`config.mk`:
```
export PLATFORM = sky130hd
export DESIGN_NAME = mx_operand_stage_flat
export DESIGN_NICKNAME = d
export VERILOG_FILES = /design/src/rtl/mx_operand_stage_pkg.sv /design/src/rtl/mx_operand_stage_if.sv /design/src/rtl/mx_operand_sel.sv /design/src/rtl/mx_operand_stage.sv /design/src/flat_wrapper.sv
export SDC_FILE = /design/constraint.sdc
export NUM_CORES = 1
export LEC_CHECK = 0
export BUFFER_PORTS_ARGS = -buffer_cell sky130_fd_sc_hd__buf_2
export CAP_MARGIN = 15
export CORE_MARGIN = 5
export CORE_UTILIZATION = 35
export DETAILED_ROUTE_END_ITERATION = 6
export PLACE_DENSITY = 0.77
export SLEW_MARGIN = 20
export SYNTH_ARGS = -nofsm -noshare
export SYNTH_HDL_FRONTEND = slang
export SYNTH_SLANG_ARGS = --single-unit
```
`constraint.sdc`:
```
create_clock -name clk -period 1.65 [get_ports clk]
set_clock_uncertainty 0.05 [all_clocks]
set_input_delay 0.2475 -clock clk [delete_from_list [all_inputs] [get_ports clk]]
set_output_delay 0.2475 -clock clk [all_outputs]
set_load 0.01 [all_outputs]
```
`src/rtl/mx_operand_stage_pkg.sv`:
```
// Shared definitions for the ALU operand-B select stage: select codes and
// select-width derivation.
package mx_operand_stage_pkg;

  typedef enum int unsigned {
    SEL_RB       = 0,
    SEL_SEXT     = 1,
    SEL_ZEXT     = 2,
    SEL_UPPER    = 3,
    SEL_FWD_BASE = 4
  } sel_code_e;

  // Select width covering the four fixed sources plus every forwarding port.
  function automatic int unsigned sel_w(input int unsigned num_fwd);
    return $clog2(int'(SEL_FWD_BASE) + int'(num_fwd));
  endfunction

endpackage

```
`src/rtl/mx_operand_stage_if.sv`:
```
// Operand-stage bus: upstream operand sources and select, downstream
// registered operand handshake.
interface mx_operand_stage_if
  import mx_operand_stage_pkg::*;
#(
  parameter int unsigned DATA_W  = 32,
  parameter int unsigned IMM_W   = 16,
  parameter int unsigned NUM_FWD = 2
) ();

  localparam int unsigned SEL_W = sel_w(NUM_FWD);

  logic [DATA_W-1:0]         in_RB;
  logic [IMM_W-1:0]          in_IMM;
  logic [NUM_FWD*DATA_W-1:0] in_FWD;
  logic [SEL_W-1:0]          S_MXB;
  logic                      in_valid;
  logic                      in_ready;
  logic                      out_valid;
  logic                      out_ready;
  logic                      flush;
  logic [DATA_W-1:0]         out;
  logic                      err;

  modport master (
    output in_RB, in_IMM, in_FWD, S_MXB, in_valid, out_ready, flush,
    input  in_ready, out_valid, out, err
  );

  modport slave (
    input  in_RB, in_IMM, in_FWD, S_MXB, in_valid, out_ready, flush,
    output in_ready, out_valid, out, err
  );

endinterface

```
`src/rtl/mx_operand_sel.sv`:
```
// Combinational operand source decode with immediate extension; flags any
// select code outside the populated range.
module mx_operand_sel
  import mx_operand_stage_pkg::*;
#(
  parameter int unsigned DATA_W  = 32,
  parameter int unsigned IMM_W   = 16,
  parameter int unsigned NUM_FWD = 2,
  parameter int unsigned SEL_W   = sel_w(NUM_FWD)
) (
  input  logic [DATA_W-1:0]         rb,
  input  logic [IMM_W-1:0]          imm,
  input  logic [NUM_FWD*DATA_W-1:0] fwd,
  input  logic [SEL_W-1:0]          sel,
  output logic [DATA_W-1:0]         value,
  output logic                      invalid
);

  logic [DATA_W-1:0] imm_sext;
  logic [DATA_W-1:0] imm_zext;
  logic [DATA_W-1:0] imm_upper;
  int unsigned       sel_i;

  // Casts degrade to identity when IMM_W == DATA_W, so all three immediate
  // forms collapse to the raw field without a special case.
  assign imm_sext  = DATA_W'($signed(imm));
  assign imm_zext  = DATA_W'(imm);
  assign imm_upper = imm_zext << (DATA_W - IMM_W);
  assign sel_i     = 32'(sel);

  always_comb begin
    value   = '0;
    invalid = 1'b0;
    if (sel_i == SEL_RB) begin
      value = rb;
    end else if (sel_i == SEL_SEXT) begin
      value = imm_sext;
    end else if (sel_i == SEL_ZEXT) begin
      value = imm_zext;
    end else if (sel_i == SEL_UPPER) begin
      value = imm_upper;
    end else if (sel_i >= SEL_FWD_BASE + NUM_FWD) begin
      invalid = 1'b1;
    end else begin
      for (int unsigned k = 0; k < NUM_FWD; k++) begin
        if (sel_i == SEL_FWD_BASE + k) value = fwd[k*DATA_W +: DATA_W];
      end
    end
  end

endmodule

```
`src/rtl/mx_operand_stage.sv`:
```
// Registered ALU operand-B stage: source select, single-entry output register
// with valid/ready handshake, flush, and sticky select-error flag.
module mx_operand_stage
  import mx_operand_stage_pkg::*;
#(
  parameter int unsigned DATA_W  = 32,
  parameter int unsigned IMM_W   = 16,
  parameter int unsigned NUM_FWD = 2
) (
  input  logic               clk,
  input  logic               rst_n,
  mx_operand_stage_if.slave  bus
);

  localparam int unsigned SEL_W = sel_w(NUM_FWD);

  logic [DATA_W-1:0] sel_value;
  logic              sel_invalid;
  logic [DATA_W-1:0] out_q;
  logic              out_valid_q;
  logic              err_q;
  logic              in_ready;
  logic              accept;

  mx_operand_sel #(
    .DATA_W  (DATA_W),
    .IMM_W   (IMM_W),
    .NUM_FWD (NUM_FWD),
    .SEL_W   (SEL_W)
  ) u_sel (
    .rb      (bus.in_RB),
    .imm     (bus.in_IMM),
    .fwd     (bus.in_FWD),
    .sel     (bus.S_MXB),
    .value   (sel_value),
    .invalid (sel_invalid)
  );

  assign in_ready = !out_valid_q || bus.out_ready;
  assign accept   = bus.in_valid && in_ready && !bus.flush;

  // Flush beats accept; data is only written on accept so it holds otherwise.
  always_ff @(posedge clk) begin
    if (!rst_n) begin
      out_q       <= '0;
      out_valid_q <= 1'b0;
      err_q       <= 1'b0;
    end else if (bus.flush) begin
      out_valid_q <= 1'b0;
    end else if (accept) begin
      out_q       <= sel_value;
      out_valid_q <= 1'b1;
      if (sel_invalid) err_q <= 1'b1;
    end else if (out_valid_q && bus.out_ready) begin
      out_valid_q <= 1'b0;
    end
  end

  assign bus.in_ready  = in_ready;
  assign bus.out_valid = out_valid_q;
  assign bus.out       = out_q;
  assign bus.err       = err_q;

endmodule

```
`src/flat_wrapper.sv`:
```
// flat-port wrapper written by rule: the top's interface ports become plain ports
module mx_operand_stage_flat import mx_operand_stage_pkg::*;
#(
  parameter int unsigned DATA_W  = 32,
  parameter int unsigned IMM_W   = 16,
  parameter int unsigned NUM_FWD = 2
)
  (clk, rst_n, bus_in_RB, bus_in_IMM, bus_in_FWD, bus_S_MXB, bus_in_valid, bus_out_ready, bus_flush, bus_in_ready, bus_out_valid, bus_out, bus_err);
  mx_operand_stage_if #(.DATA_W(DATA_W), .IMM_W(IMM_W), .NUM_FWD(NUM_FWD)) bus_i ();
  input  logic clk;
  input  logic rst_n;
  input wire logic [$bits(bus_i.in_RB)-1:0] bus_in_RB;
  input wire logic [$bits(bus_i.in_IMM)-1:0] bus_in_IMM;
  input wire logic [$bits(bus_i.in_FWD)-1:0] bus_in_FWD;
  input wire logic [$bits(bus_i.S_MXB)-1:0] bus_S_MXB;
  input wire logic [$bits(bus_i.in_valid)-1:0] bus_in_valid;
  input wire logic [$bits(bus_i.out_ready)-1:0] bus_out_ready;
  input wire logic [$bits(bus_i.flush)-1:0] bus_flush;
  output wire logic [$bits(bus_i.in_ready)-1:0] bus_in_ready;
  output wire logic [$bits(bus_i.out_valid)-1:0] bus_out_valid;
  output wire logic [$bits(bus_i.out)-1:0] bus_out;
  output wire logic [$bits(bus_i.err)-1:0] bus_err;
  assign bus_i.in_RB = bus_in_RB;
  assign bus_i.in_IMM = bus_in_IMM;
  assign bus_i.in_FWD = bus_in_FWD;
  assign bus_i.S_MXB = bus_S_MXB;
  assign bus_i.in_valid = bus_in_valid;
  assign bus_i.out_ready = bus_out_ready;
  assign bus_i.flush = bus_flush;
  assign bus_in_ready = bus_i.in_ready;
  assign bus_out_valid = bus_i.out_valid;
  assign bus_out = bus_i.out;
  assign bus_err = bus_i.err;
  mx_operand_stage #(.DATA_W(DATA_W), .IMM_W(IMM_W), .NUM_FWD(NUM_FWD)) u_core (.clk(clk), .rst_n(rst_n), .bus(bus_i));
endmodule
```
==> flow_summary.ini <==
[status]
status = completed

[clock_tree]
clk_latency_ps = 290
clkTransAtPathRegs_ps = 70
clock-root-buffer = clkbuf_8
cts.htree.levels = 2
clock-sinks = 34
cts_hold_buffers = 0
cts_buffers = 5
cts_tree = built
clk_path_buf_depth = 2

[route]
dr.first_iter.drc_count = 128
drc = 0
wl_mm = 9.686
first_pass_iters = 4
routedWlPerCell_um = 18.17
vias = 3050
ant_nets = 0
vias_per_cell = 5.722

[place]
postPlaceCellArea_um2 = 3496
io_buffers = 154
dp_hpwl_mm = 7.465
gp_congestion = 0.8432
dp_cells = 524
dpl_worst_slack_ps = 120.7

[floorplan]
die-height_um = 96.77
die-area_um2 = 9363
core_um2 = 7292
fp-row-count = 31
initial_core_util_pct = 36.14
top_level_ports = 155
fp.dieW_um = 96.77

[pwr]
leakagePower_nw = 1.700
power.density_nw_per_um2 = 620.0
vdd.ir_drop.worst_uv = 283.7
total_power_mw = 2.226

[sta]
layout_setup_ws_ps = 226.2
final.period_utilization_pct = 86.29
max_freq_mhz = 702.4
setup_viol_count_final = 0
maxSlewViolCount = 0
setup-tns-final_ps = 0
rsz0062_at_grt = false
relSlewSlack_pct = 59.63
min_period_ps = 1424
tightest_slew_ps = 605.5
hold_violations = 0

[cells_and_area]
layout_common_cells = buf_2, mux2i_1, dfxtp_1
drive_gt1_share_pct = 41.34
area_growth_pct = 36.28
layout.cells.non_filler = 533
fin_nets = 552
final_common_cell = buf_2
design_area_um2 = 3591

[critical_path]
critPathCaptureType = flip-flop
path_max_fanout = 15
critPathKind = flip-flop to flip-flop
r2r_slack_ps = 230
required_ps = 1780
cp.arrival_ps = 1560
crit_path_start_kind = flip-flop

[global_routing]
globalRouteMet2Util_pct = 34.82
busiest_layer = met2
grt_usage_pct = 19.87
grt_pass1_vias = 3071
use_met3_pct = 6.691
grt_overflow_total = 0
use_met1_pct = 22.95
antenna_found_initial = 1
grt_max_degree = 51
grt_pass1_wl_mm = 15.68

[synthesis]
synth_cell_types = 29
syn_area_um2 = 2635
yosys_warnings = 0
syn_nets = 418
synthArstFlopShare_pct = 0
synth-edff-count = 0
synthTopCellsByArea = dfxtp_1, mux2i_1, o311a_1
ys_seq_area_share_pct = 25.83
synth_area_per_cell_um2 = 8.842
synthCells = 298
yosysTopAreaCellShare_pct = 25.83
yosys_most_used_dff = dfxtp_1
ys_ff_latch = 34
netlist.top_cell.by_area = dfxtp_1

[worst_hold_path]
hold_class = input port to flip-flop

[run]
maxCapViolations = 0
timing repair:
action / 4_1_cts / 5_1_grt
endpoints found under the setup margin: 0 / 1
buffers inserted: 0 / 0
gates resized for setup: 0 / 1
logic make-up (layout without fill, tap and decap cells):
kind of cell / Yosys count / in the layout / synth area share (%)
AO/OA/AOI/OAI: 99 / 99 / 30.48
AND/OR/NAND/NOR: 76 / 76 / 17.85
multiplexers: 47 / 47 / 17.85
buffers and inverters: 42 / 177 / 7.977
flip-flops: 34 / 34 / 25.83
other: 0 / 1 / 0
stage by stage:
step | util, % | hold slack [ps]
2_1_floorplan | - | 273.6
3_3_place_gp | 47.94 | 395.1
3_5_place_dp | 47.94 | 392.6
4_1_cts | 49.19 | 83.07
5_1_grt | 49.25 | 92.63
6_report | 49.25 | 97.59
worst max-delay path, cell delays in order, from the launching register on:
cell     delay [ps]
dfxtp_1         330
nor2b_2         220
inv_2            70
and4b_2         350
a32o_1          300
final cells by class:
cell class                 instances  area (um^2)
fill                             735         3701
clock buffer                       7        86.33
multi-input combinational        222         1748
clock inverter                     1        5.005
antenna                            1        2.502
tap                               99        123.9
timing repair buffer             168        940.9
inverter                           1        3.754
sequential                        34        680.7
synth_stat cells (2+ instances only):
library cell	number
o21a_1	2
nor2_1	18
nand4b_1	15
o221ai_1	15
buf_4	2
nand2_1	2
clkbuf_1	17
a32o_1	15
buf_6	3
a21oi_1	16
a211oi_1	15
o21bai_1	17
or3_1	15
dfxtp_1	34
nand2b_1	4
nor2b_1	16
mux2i_1	47
o311a_1	17
buf_2	18
report_power, final:
group | internal, mW | leakage (nW) | switching, mW
registers | 0.867 | 0.278 | 0.0233
logic | 0.344 | 1.37 | 0.345
clock network | 0.337 | 0.0482 | 0.310
flip-flops by register name (all words and copies together) (netlist names):
register              flops
u_core.bus.out           32
u_core.bus.out_valid      1
u_core.bus.err            1
routing by layer:
metal,up-vias,share of wire [%]
met5,-,0
li1,1439,-
met2,158,50
met3,15,8.7
met4,0,1.8
met1,1438,40
path summary, 6_finish.rpt:
path,start,endpoint,cells after the start
max,u_core.bus.out_valid,u_core.bus.out[19],4
min,bus_flush,u_core.bus.out_valid,2
max reg2reg,u_core.bus.out_valid,u_core.bus.out[19],4
min reg2reg,u_core.bus.err,u_core.bus.err,1
Power figures use the tool's default switching activity.
